File: config.mk
export PLATFORM = sky130hd
export DESIGN_NAME = id_ex_reg_flat
export DESIGN_NICKNAME = d
export VERILOG_FILES = /design/src/rtl/id_ex_if.sv /design/src/rtl/id_ex_reg.sv /design/src/flat_wrapper.sv
export SDC_FILE = /design/constraint.sdc
export NUM_CORES = 1
export LEC_CHECK = 0
export ABC_AREA = 0
export CELL_PAD_IN_SITES_DETAIL_PLACEMENT = 0
export CELL_PAD_IN_SITES_GLOBAL_PLACEMENT = 1
export CORE_UTILIZATION = 25
export DETAILED_ROUTE_END_ITERATION = 16
export GPL_TIMING_DRIVEN = 0
export PLACE_DENSITY = 0.77
export REMOVE_ABC_BUFFERS = 1
export SLEW_MARGIN = 5
export SYNTH_ARGS = -nofsm -noshare
export SYNTH_HDL_FRONTEND = slang
export SYNTH_SLANG_ARGS = --single-unit
File: constraint.sdc
create_clock -name clk_i -period 2 [get_ports clk_i]
set_input_delay 0.2 -clock clk_i [delete_from_list [all_inputs] [get_ports clk_i]]
set_output_delay 0.2 -clock clk_i [all_outputs]
set_load 0.02 [all_outputs]
File: src/rtl/id_ex_if.sv
// ----------------------------------------------------------------------------
// id_ex_if: bundle of the signals between the ID stage, the ID/EX pipeline
// register and the EX stage.
//
//   ID side (driven by master, read by slave):
//     stall_i, flush_i, valid_i, data1_i, data2_i, imm_i, ALUCtrl_i,
//     ALUSrc_i, RegWrite_i, MemRead_i, MemWrite_i, MemtoReg_i,
//     RS_i, RT_i, RD_i, uses_rt_i
//   EX side (driven by slave, read by master):
//     valid_o, data1_o, data2_o, imm_o, ALUCtrl_o, ALUSrc_o, RegWrite_o,
//     MemRead_o, MemWrite_o, MemtoReg_o, RS_o, RT_o, RD_o,
//     hazard_o (combinational load-use detect), bubble_cnt_o
// ----------------------------------------------------------------------------
interface id_ex_if #(
    parameter int DATA_W = 32,
    parameter int REG_W  = 5
);
    logic              stall_i;
    logic              flush_i;
    logic              valid_i;
    logic [DATA_W-1:0] data1_i;
    logic [DATA_W-1:0] data2_i;
    logic [DATA_W-1:0] imm_i;
    logic [2:0]        ALUCtrl_i;
    logic              ALUSrc_i;
    logic              RegWrite_i;
    logic              MemRead_i;
    logic              MemWrite_i;
    logic              MemtoReg_i;
    logic [REG_W-1:0]  RS_i;
    logic [REG_W-1:0]  RT_i;
    logic [REG_W-1:0]  RD_i;
    logic              uses_rt_i;

    logic              valid_o;
    logic [DATA_W-1:0] data1_o;
    logic [DATA_W-1:0] data2_o;
    logic [DATA_W-1:0] imm_o;
    logic [2:0]        ALUCtrl_o;
    logic              ALUSrc_o;
    logic              RegWrite_o;
    logic              MemRead_o;
    logic              MemWrite_o;
    logic              MemtoReg_o;
    logic [REG_W-1:0]  RS_o;
    logic [REG_W-1:0]  RT_o;
    logic [REG_W-1:0]  RD_o;
    logic              hazard_o;
    logic [15:0]       bubble_cnt_o;

    modport master (
        output stall_i, flush_i, valid_i, data1_i, data2_i, imm_i, ALUCtrl_i,
               ALUSrc_i, RegWrite_i, MemRead_i, MemWrite_i, MemtoReg_i,
               RS_i, RT_i, RD_i, uses_rt_i,
        input  valid_o, data1_o, data2_o, imm_o, ALUCtrl_o, ALUSrc_o,
               RegWrite_o, MemRead_o, MemWrite_o, MemtoReg_o,
               RS_o, RT_o, RD_o, hazard_o, bubble_cnt_o
    );

    modport slave (
        input  stall_i, flush_i, valid_i, data1_i, data2_i, imm_i, ALUCtrl_i,
               ALUSrc_i, RegWrite_i, MemRead_i, MemWrite_i, MemtoReg_i,
               RS_i, RT_i, RD_i, uses_rt_i,
        output valid_o, data1_o, data2_o, imm_o, ALUCtrl_o, ALUSrc_o,
               RegWrite_o, MemRead_o, MemWrite_o, MemtoReg_o,
               RS_o, RT_o, RD_o, hazard_o, bubble_cnt_o
    );
endinterface

File: src/rtl/id_ex_reg.sv
// ----------------------------------------------------------------------------
// id_ex_reg: ID/EX pipeline register with load-use hazard detection and
// bubble insertion.
//
//   clk_i  : single clock, rising edge
//   rst_i  : synchronous, active-high reset (clears every register)
//   bus    : id_ex_if.slave -- ID-side inputs, EX-side registered outputs,
//            combinational hazard_o and saturating bubble_cnt_o
//
// Edge priority: reset > stall (hold) > bubble (flush or hazard) > load.
// ----------------------------------------------------------------------------
module id_ex_reg #(
    parameter int DATA_W = 32,
    parameter int REG_W  = 5
) (
    input logic   clk_i,
    input logic   rst_i,
    id_ex_if.slave bus
);

    typedef struct packed {
        logic              valid;
        logic [DATA_W-1:0] data1;
        logic [DATA_W-1:0] data2;
        logic [DATA_W-1:0] imm;
        logic [2:0]        alu_ctrl;
        logic              alu_src;
        logic              reg_write;
        logic              mem_read;
        logic              mem_write;
        logic              mem_to_reg;
        logic [REG_W-1:0]  rs;
        logic [REG_W-1:0]  rt;
        logic [REG_W-1:0]  rd;
    } stage_t;

    stage_t      stage_q, stage_d, incoming;
    logic [15:0] bubble_cnt_q, bubble_cnt_d;
    logic        hazard;
    logic        bubble;

    assign incoming = '{
        valid:      bus.valid_i,
        data1:      bus.data1_i,
        data2:      bus.data2_i,
        imm:        bus.imm_i,
        alu_ctrl:   bus.ALUCtrl_i,
        alu_src:    bus.ALUSrc_i,
        reg_write:  bus.RegWrite_i,
        mem_read:   bus.MemRead_i,
        mem_write:  bus.MemWrite_i,
        mem_to_reg: bus.MemtoReg_i,
        rs:         bus.RS_i,
        rt:         bus.RT_i,
        rd:         bus.RD_i
    };

    // A load sitting in EX whose destination the ID instruction reads.
    // Destination 0 is the hardwired zero register and never conflicts.
    assign hazard = stage_q.valid & stage_q.mem_read & (stage_q.rd != '0) &
                    bus.valid_i &
                    ((stage_q.rd == bus.RS_i) |
                     (bus.uses_rt_i & (stage_q.rd == bus.RT_i)));

    assign bubble = bus.flush_i | hazard;

    always_comb begin
        // NOTE: every combinational output gets a default first so no path leaves it unassigned (no latch).
        stage_d      = stage_q;
        bubble_cnt_d = bubble_cnt_q;
        if (!bus.stall_i) begin
            if (bubble) begin
                // An all-zero stage is a harmless NOP: no write, no memory access.
                stage_d = '0;
                if (bubble_cnt_q != 16'hFFFF) begin
                    bubble_cnt_d = bubble_cnt_q + 16'd1;
                end
            end else begin
                stage_d = incoming;
            end
        end
    end

    always_ff @(posedge clk_i) begin
        // NOTE: state uses non-blocking assignments so every register samples pre-edge values; the reset is synchronous, so it lives inside the clocked branch.
        if (rst_i) begin
            stage_q      <= '0;
            bubble_cnt_q <= '0;
        end else begin
            stage_q      <= stage_d;
            bubble_cnt_q <= bubble_cnt_d;
        end
    end

    assign bus.valid_o      = stage_q.valid;
    assign bus.data1_o      = stage_q.data1;
    assign bus.data2_o      = stage_q.data2;
    assign bus.imm_o        = stage_q.imm;
    assign bus.ALUCtrl_o    = stage_q.alu_ctrl;
    assign bus.ALUSrc_o     = stage_q.alu_src;
    assign bus.RegWrite_o   = stage_q.reg_write;
    assign bus.MemRead_o    = stage_q.mem_read;
    assign bus.MemWrite_o   = stage_q.mem_write;
    assign bus.MemtoReg_o   = stage_q.mem_to_reg;
    assign bus.RS_o         = stage_q.rs;
    assign bus.RT_o         = stage_q.rt;
    assign bus.RD_o         = stage_q.rd;
    assign bus.hazard_o     = hazard;
    assign bus.bubble_cnt_o = bubble_cnt_q;

endmodule

File: src/flat_wrapper.sv
// flat-port wrapper written by rule: the top's interface ports become plain ports
module id_ex_reg_flat 
#(
    parameter int DATA_W = 32,
    parameter int REG_W  = 5
)
  (clk_i, rst_i, bus_stall_i, bus_flush_i, bus_valid_i, bus_data1_i, bus_data2_i, bus_imm_i, bus_ALUCtrl_i, bus_ALUSrc_i, bus_RegWrite_i, bus_MemRead_i, bus_MemWrite_i, bus_MemtoReg_i, bus_RS_i, bus_RT_i, bus_RD_i, bus_uses_rt_i, bus_valid_o, bus_data1_o, bus_data2_o, bus_imm_o, bus_ALUCtrl_o, bus_ALUSrc_o, bus_RegWrite_o, bus_MemRead_o, bus_MemWrite_o, bus_MemtoReg_o, bus_RS_o, bus_RT_o, bus_RD_o, bus_hazard_o, bus_bubble_cnt_o);
  id_ex_if #(.DATA_W(DATA_W), .REG_W(REG_W)) bus_i ();
  input logic clk_i;
  input logic rst_i;
  input wire logic [$bits(bus_i.stall_i)-1:0] bus_stall_i;
  input wire logic [$bits(bus_i.flush_i)-1:0] bus_flush_i;
  input wire logic [$bits(bus_i.valid_i)-1:0] bus_valid_i;
  input wire logic [$bits(bus_i.data1_i)-1:0] bus_data1_i;
  input wire logic [$bits(bus_i.data2_i)-1:0] bus_data2_i;
  input wire logic [$bits(bus_i.imm_i)-1:0] bus_imm_i;
  input wire logic [$bits(bus_i.ALUCtrl_i)-1:0] bus_ALUCtrl_i;
  input wire logic [$bits(bus_i.ALUSrc_i)-1:0] bus_ALUSrc_i;
  input wire logic [$bits(bus_i.RegWrite_i)-1:0] bus_RegWrite_i;
  input wire logic [$bits(bus_i.MemRead_i)-1:0] bus_MemRead_i;
  input wire logic [$bits(bus_i.MemWrite_i)-1:0] bus_MemWrite_i;
  input wire logic [$bits(bus_i.MemtoReg_i)-1:0] bus_MemtoReg_i;
  input wire logic [$bits(bus_i.RS_i)-1:0] bus_RS_i;
  input wire logic [$bits(bus_i.RT_i)-1:0] bus_RT_i;
  input wire logic [$bits(bus_i.RD_i)-1:0] bus_RD_i;
  input wire logic [$bits(bus_i.uses_rt_i)-1:0] bus_uses_rt_i;
  output wire logic [$bits(bus_i.valid_o)-1:0] bus_valid_o;
  output wire logic [$bits(bus_i.data1_o)-1:0] bus_data1_o;
  output wire logic [$bits(bus_i.data2_o)-1:0] bus_data2_o;
  output wire logic [$bits(bus_i.imm_o)-1:0] bus_imm_o;
  output wire logic [$bits(bus_i.ALUCtrl_o)-1:0] bus_ALUCtrl_o;
  output wire logic [$bits(bus_i.ALUSrc_o)-1:0] bus_ALUSrc_o;
  output wire logic [$bits(bus_i.RegWrite_o)-1:0] bus_RegWrite_o;
  output wire logic [$bits(bus_i.MemRead_o)-1:0] bus_MemRead_o;
  output wire logic [$bits(bus_i.MemWrite_o)-1:0] bus_MemWrite_o;
  output wire logic [$bits(bus_i.MemtoReg_o)-1:0] bus_MemtoReg_o;
  output wire logic [$bits(bus_i.RS_o)-1:0] bus_RS_o;
  output wire logic [$bits(bus_i.RT_o)-1:0] bus_RT_o;
  output wire logic [$bits(bus_i.RD_o)-1:0] bus_RD_o;
  output wire logic [$bits(bus_i.hazard_o)-1:0] bus_hazard_o;
  output wire logic [$bits(bus_i.bubble_cnt_o)-1:0] bus_bubble_cnt_o;
  assign bus_i.stall_i = bus_stall_i;
  assign bus_i.flush_i = bus_flush_i;
  assign bus_i.valid_i = bus_valid_i;
  assign bus_i.data1_i = bus_data1_i;
  assign bus_i.data2_i = bus_data2_i;
  assign bus_i.imm_i = bus_imm_i;
  assign bus_i.ALUCtrl_i = bus_ALUCtrl_i;
  assign bus_i.ALUSrc_i = bus_ALUSrc_i;
  assign bus_i.RegWrite_i = bus_RegWrite_i;
  assign bus_i.MemRead_i = bus_MemRead_i;
  assign bus_i.MemWrite_i = bus_MemWrite_i;
  assign bus_i.MemtoReg_i = bus_MemtoReg_i;
  assign bus_i.RS_i = bus_RS_i;
  assign bus_i.RT_i = bus_RT_i;
  assign bus_i.RD_i = bus_RD_i;
  assign bus_i.uses_rt_i = bus_uses_rt_i;
  assign bus_valid_o = bus_i.valid_o;
  assign bus_data1_o = bus_i.data1_o;
  assign bus_data2_o = bus_i.data2_o;
  assign bus_imm_o = bus_i.imm_o;
  assign bus_ALUCtrl_o = bus_i.ALUCtrl_o;
  assign bus_ALUSrc_o = bus_i.ALUSrc_o;
  assign bus_RegWrite_o = bus_i.RegWrite_o;
  assign bus_MemRead_o = bus_i.MemRead_o;
  assign bus_MemWrite_o = bus_i.MemWrite_o;
  assign bus_MemtoReg_o = bus_i.MemtoReg_o;
  assign bus_RS_o = bus_i.RS_o;
  assign bus_RT_o = bus_i.RT_o;
  assign bus_RD_o = bus_i.RD_o;
  assign bus_hazard_o = bus_i.hazard_o;
  assign bus_bubble_cnt_o = bus_i.bubble_cnt_o;
  id_ex_reg #(.DATA_W(DATA_W), .REG_W(REG_W)) u_core (.clk_i(clk_i), .rst_i(rst_i), .bus(bus_i));
endmodule
==> impl_metrics.json, run 1 <==
{
  "initial_cell_density_of_the_core": 0.2574,
  "setup_slack_ns": 0.04721,
  "detail_route.wirelength_mm": 15.71,
  "maximum_number_of_pins_on_one_net_before_global_route_repair": 77,
  "power.density_cell_area_nw_per_um2": 849.0,
  "synth_top_flop_cell": "sky130_fd_sc_hd__dfxtp_1",
  "worst_path_fanout_max": 7,
  "synthTopCellsByArea": "sky130_fd_sc_hd__dfxtp_1 56%, sky130_fd_sc_hd__a22oi_1 19%, sky130_fd_sc_hd__nor2_1 9.6%, sky130_fd_sc_hd__clkbuf_1 2.3%, sky130_fd_sc_hd__xnor2_1 1.8%",
  "period_share": 0.9764,
  "insertedDiodeCount": 0,
  "synth_top_cell_by_area": "sky130_fd_sc_hd__dfxtp_1",
  "die_h_um": 141.5,
  "rsz0062_at_grt": "true",
  "design.portCount": 262,
  "report.final.slew_viol_count": 0,
  "buffer_ports.inserted": 261,
  "area_growth_syn_to_layout_pct": 78.80,
  "seq_area_frac_synth": 0.5600,
  "setup_violations": 0,
  "worst-setup-path-type": "reg2reg",
  "startpoint_type": "flop",
  "post_route_utilization": 0.4601,
  "cts_tree": "yes",
  "fmaxAchievable_mhz": 512.1,
  "design.final.nets": 895,
  "dp_worst_setup_slack_ns": -0.6815,
  "global_route.overflow_total": 0,
  "synth-edff-count": 0,
  "synthArstFlopShare": 0,
  "grt_pass1_wl_mm": 24.29,
  "drt.antenna.violating_nets": 0,
  "drcViolationCount": 0,
  "clock_latency_ns": 0.40,
  "placementRows": 50,
  "hold_buffers": 0,
  "synth_seq_cells": 136,
  "outcome": "complete, no violations",
  "synth.cell_area_um2": 4862,
  "die_w_um": 141.5,
  "vias": 4740,
  "hold_slack_ns": 0.1827,
  "wire_per_inst_um": 15.09,
  "post-synth-top-area-fraction": 0.5600,
  "die_area_um2": 20010,
  "netlist_instances": 514,
  "worst_ir_drop_vdd_mv": 0.5315,
  "drt_iter0_drc": 207,
  "met3RoutedLength_mm": 1.285,
  "finalHoldViolations": 0,
  "tightest_slew_ns": 0.6316,
  "hold_path.class": "in2reg",
  "final.setup_skew_ns": 0.007163,
  "required_ns": 2.34,
  "grt_usage": 0.1544,
  "post_synth_num_cell_types": 29,
  "cts_inserted_buffers": 17,
  "met1_wl_mm": 6.856,
  "p_leak_uw": 0.003093,
  "min_period_ns": 1.953,
  "number_of_global_route_vias_before_repair": 4615,
  "clk_pin_slew_ns": 0.06,
  "clock_sinks": 136,
  "detailedRoute.firstPassIterationCount": 4,
  "gp_routability_congestion": 0.6874,
  "cp-end-kind": "flop",
  "worst-endpoint-arrival_ns": 2.29,
  "ctsLongestPathBuffers": 2,
  "syn_area_per_cell_um2": 9.459,
  "layout-drive-gt1-share": 0.1024,
  "core-area_um2": 18890,
  "post-synth-top-count-cell": "sky130_fd_sc_hd__dfxtp_1",
  "max-cap-violations": 0,
  "htreeDepth": 4,
  "slew_limit_headroom": 0.5790,
  "ys_warn_count": 0,
  "viasPerCell": 4.553,
  "post-dp-hpwl_mm": 10.45,
  "grt_antenna_before_repair": 0,
  "synth.top_cells.by_count": "136 x sky130_fd_sc_hd__dfxtp_1, 124 x sky130_fd_sc_hd__nor2_1, 120 x sky130_fd_sc_hd__a22oi_1",
  "dr.max_layer_used": "met4",
  "met2_routed_length_mm": 7.429,
  "cts-root-buf": "sky130_fd_sc_hd__clkbuf_16"
}
[per-layer routing]
layer	global-route usage	up-vias
li1	-	2371
met2	0.2556	167
met1	0.1833	2192
met5	0	-
met3	0.06379	10
met4	0.04301	0
[power breakdown]
group / total (uW) / internal, uW / switching, uW
clock: 3590 / 2350 / 1240
sequential: 2860 / 2800 / 56.8
combinational: 933 / 514 / 419
total: 7380 / 5660 / 1720
[worst paths after layout]
check                                  start                          end  slack (ns)  cells after the start
setup reg to reg  u_core.bus.bubble_cnt_o[0]  u_core.bus.bubble_cnt_o[13]        0.05                      7
hold reg to reg        u_core.bus.data2_o[8]        u_core.bus.data2_o[8]        0.51                      2
hold / removal                         rst_i           u_core.bus.RT_o[0]        0.18                      2
setup / recovery  u_core.bus.bubble_cnt_o[0]  u_core.bus.bubble_cnt_o[13]        0.05                      7
[cell usage in the layout (no fill, tap or decap), types with 6 or more instances in the layout]
master                            instances
sky130_fd_sc_hd__clkdlybuf4s50_1        258
sky130_fd_sc_hd__dfxtp_1                129
sky130_fd_sc_hd__nor2_1                 124
sky130_fd_sc_hd__a22oi_1                119
sky130_fd_sc_hd__clkbuf_16               17
sky130_fd_sc_hd__a21oi_1                 11
sky130_fd_sc_hd__or3_1                    9
sky130_fd_sc_hd__buf_4                    9
sky130_fd_sc_hd__nand3_1                  7
sky130_fd_sc_hd__nand2_1                  7
sky130_fd_sc_hd__o21ai_1                  7
sky130_fd_sc_hd__xnor2_1                  6
sky130_fd_sc_hd__bufinv_16                6
[worst max-delay path, stage by stage (launching register included)]
cell and delay [ns]:
sky130_fd_sc_hd__dfxtp_4 0.36, sky130_fd_sc_hd__ha_4 0.16, sky130_fd_sc_hd__and3_4 0.20, sky130_fd_sc_hd__a41oi_4 0.21
sky130_fd_sc_hd__and2_4 0.23, sky130_fd_sc_hd__a31oi_4 0.07, sky130_fd_sc_hd__or4_1 0.52, sky130_fd_sc_hd__a21oi_1 0.13
[area by class of cell]
class | instances | area [um2]
inverter | 3 | 11.26
tap | 260 | 325.3
sequential | 136 | 2739
clock buffer | 17 | 425.4
fill | 1821 | 10200
clock inverter | 14 | 245.2
timing repair buffer | 278 | 2850
multi-input combinational | 333 | 2097
[cells by family after synthesis]
kind of cell    share of synthesized area
simple gates                       0.1454
flops                              0.5600
compound gates                     0.2272
mux                              0.002059
fa+ha+maj                        0.002573
xor+xnor                          0.01981
buf+inv                           0.04297
[per-stage QoR]
step                      setup TNS (ns)  total power, uW  area, um2  cells
final                                  0             7381       8693   1041
after detailed placement          -48.96             3822       7784    999
after floorplan                  -705.66             3230       4664    470
after CTS                       -0.02466             7490       8592   1039
after global routing            -0.06012             7676       8693   1041
after global placement          -1889.06             3845       7602    991
[repair_timing]
action / 4_1_cts / 5_1_grt
pin swaps: 7 / 12
cloned: 2 / 0
setup buffers: 9 / 3
endpoints found under the setup margin: 94 / 46
gates resized for setup: 25 / 18
[flip-flops by register name (all words and copies together), names as in the netlist]
| signal | count |
|---|---|
| u_core.bus.MemtoReg_o | 1 |
| u_core.bus.RS_o | 5 |
| u_core.bus.bubble_cnt_o | 16 |
| u_core.bus.ALUCtrl_o | 3 |
| u_core.bus.ALUSrc_o | 1 |
| u_core.bus.RegWrite_o | 1 |
| u_core.bus.data1_o | 32 |
| u_core.bus.imm_o | 32 |
| u_core.bus.valid_o | 1 |
| u_core.bus.data2_o | 32 |
| u_core.bus.MemRead_o | 1 |
| u_core.bus.RT_o | 5 |
| u_core.bus.RD_o | 5 |
| u_core.bus.MemWrite_o | 1 |
(Power assumes the default switching activity.)
==> run 2, diff against run 1 <==
--- a/config.mk
+++ b/config.mk
@@ -11,6 +11,7 @@
 export CORE_UTILIZATION = 25
 export DETAILED_ROUTE_END_ITERATION = 16
 export GPL_TIMING_DRIVEN = 0
+export MAX_ROUTING_LAYER = met4
 export PLACE_DENSITY = 0.77
 export REMOVE_ABC_BUFFERS = 1
 export SLEW_MARGIN = 5
==> run 2 against run 1 <==
- highest routed layer unchanged
- sequential share of layout area did not move
- register-to-register slack barely moved
- largest cell class unchanged
- largest power group unchanged
- first-iteration DRC count rose by 8.7%
- non-clock buffer count did not move
- critical path depth did not move
- utilization did not move
- clock power barely moved
- maximum frequency barely moved
==> impl_metrics.json, run 2 (same netlist as run 1, synthesis figures left out) <==
{
  "period_share": 0.9768,
  "clock_latency_ns": 0.40,
  "hold_slack_ns": 0.1849,
  "timing.rr.start": "u_core.bus.bubble_cnt_o[0]",
  "worst_path_fanout_max": 7,
  "setup.worst_path.end": "u_core.bus.bubble_cnt_o[13]",
  "worst-endpoint-arrival_ns": 2.29,
  "crit_path_cell_trace": "ha_4 -> and3_4 -> a41oi_4 -> and2_4 -> a31oi_4 -> or4_1 -> a21oi_1",
  "cts-root-buf": "sky130_fd_sc_hd__clkbuf_16",
  "vias": 4767,
  "max-cap-violations": 0,
  "placementRows": 50,
  "tightest_slew_ns": 0.6331,
  "worst_path_max_stage_delay_ns": 0.52,
  "detailedRoute.firstPassIterationCount": 4,
  "finalHoldViolations": 0,
  "power.density_cell_area_nw_per_um2": 848.9,
  "crit_path_start": "u_core.bus.bubble_cnt_o[0]",
  "grt_usage": 0.1595,
  "clk_pin_slew_ns": 0.06,
  "fillers": 1821,
  "required_ns": 2.34,
  "maximum_number_of_pins_on_one_net_before_global_route_repair": 77,
  "placed_cells": 999,
  "ff_to_ff_path_depth": 7,
  "die_h_um": 141.5,
  "grt_pass1_wl_mm": 24.30,
  "cts_tree": "yes",
  "startpoint_type": "flop",
  "report.final.slew_viol_count": 0,
  "rsz0062_at_grt": "true",
  "insertedDiodeCount": 0,
  "hold_buffers": 0,
  "area_growth_syn_to_layout_pct": 78.80,
  "grt_antenna_before_repair": 0,
  "number_of_global_route_vias_before_repair": 4619,
  "htreeDepth": 4,
  "global_route.overflow_total": 0,
  "stdcell_count": 1041,
  "post-dp-hpwl_mm": 10.45,
  "min_period_ns": 1.954,
  "clock_sinks": 136,
  "design.portCount": 262,
  "fmaxAchievable_mhz": 511.9,
  "ctsLongestPathBuffers": 2,
  "viasPerCell": 4.579,
  "setup_violations": 0,
  "gp_routability_congestion": 0.6946,
  "worst_ir_drop_vdd_mv": 0.5311,
  "p_leak_uw": 0.003093,
  "drcViolationCount": 0,
  "worst_path_max_delay_cell": "sky130_fd_sc_hd__or4_1",
  "outcome": "complete, no violations",
  "crit-reg2reg-capture": "u_core.bus.bubble_cnt_o[13]",
  "worst-setup-path-type": "reg2reg",
  "cts_inserted_buffers": 17,
  "drt_iter0_drc": 225,
  "die_w_um": 141.5,
  "final.setup_skew_ns": 0.007271,
  "hold_path.class": "in2reg",
  "buffer_ports.inserted": 261,
  "initial_cell_density_of_the_core": 0.2574,
  "drt.antenna.violating_nets": 0,
  "die_area_um2": 20010,
  "detail_route.wirelength_mm": 15.66,
  "mostFrequentLayoutCell": "sky130_fd_sc_hd__clkdlybuf4s50_1",
  "cp-end-kind": "flop",
  "layout-drive-gt1-share": 0.1024,
  "core-area_um2": 18890,
  "design.final.nets": 895,
  "reg2reg_slack_ns": 0.05,
  "final_cell_mix": "258 x sky130_fd_sc_hd__clkdlybuf4s50_1, 129 x sky130_fd_sc_hd__dfxtp_1, 124 x sky130_fd_sc_hd__nor2_1",
  "slew_limit_headroom": 0.5779,
  "launch_instance_of_the_worst_min_delay_path": "rst_i",
  "post_route_utilization": 0.4601,
  "wire_per_inst_um": 15.04
}
run 2: area by class of cell:
cell class	count	area, um2	share of cell area
clock buffers	17	425.4	0.04893
flip-flops and latches	136	2739	0.3151
inverters	3	11.26	0.001295
repair buffers	278	2850	0.3279
clock inverters	14	245.2	0.02821
well taps	260	325.3	0.03742
multi-input cells	333	2097	0.2412
run 2: worst min path at each step:
stage	slack, ns	to	depth (start not counted)
2_1_floorplan	0.27	u_core.bus.bubble_cnt_o[10]	1
3_3_place_gp	0.49	u_core.bus.data2_o[4]	2
3_5_place_dp	0.50	u_core.bus.bubble_cnt_o[13]	2
4_1_cts	0.19	u_core.bus.RD_o[0]	2
5_1_grt	0.20	u_core.bus.RD_o[0]	2
6_report	0.18	u_core.bus.RT_o[0]	2
run 2: routing by layer:
| layer | global-route usage | up-vias | share of wire |
|---|---|---|---|
| met5 | - | - | 0 |
| met4 | 0.04301 | 0 | 0.0088 |
| met3 | 0.04860 | 10 | 0.065 |
| met2 | 0.2551 | 171 | 0.48 |
| met1 | 0.1946 | 2216 | 0.45 |
| li1 | - | 2370 | - |
run 2: where the power goes:
| group | switching, uW | internal, uW | leakage (uW) |
|---|---|---|---|
| sequential | 56.7 | 2800 | 0.00111 |
| clock | 1240 | 2350 | 0.000313 |
| combinational | 419 | 514 | 0.00167 |
| total | 1720 | 5660 | 0.00309 |
run 2: worst max-delay path: cells and delay by family (launching register included):
| kind | cells | cell delay, ns |
|---|---|---|
| compound gates | 3 | 0.41 |
| fa+ha+maj | 1 | 0.16 |
| flops | 1 | 0.36 |
| simple gates | 3 | 0.96 |
run 2: metrics by stage:
| stage | area, um2 | worst slack (ns) | TNS [ns] | power (uW) |
|---|---|---|---|---|
| after global placement | 7602 | -15.29 | -1889.06 | 3845 |
| after global routing | 8693 | -0.02647 | -0.06003 | 7682 |
| after CTS | 8592 | -0.02466 | -0.02466 | 7490 |
| after detailed placement | 7784 | -0.6815 | -48.96 | 3822 |
| after floorplan | 4664 | -5.845 | -705.66 | 3230 |
| final | 8693 | 0.04638 | 0 | 7380 |
run 2: timing repair:
item,in CTS,in global routing
resized for setup,25,18
cloned,2,0
pin swaps,7,12
setup endpoints to repair,94,46
buffers inserted,9,3
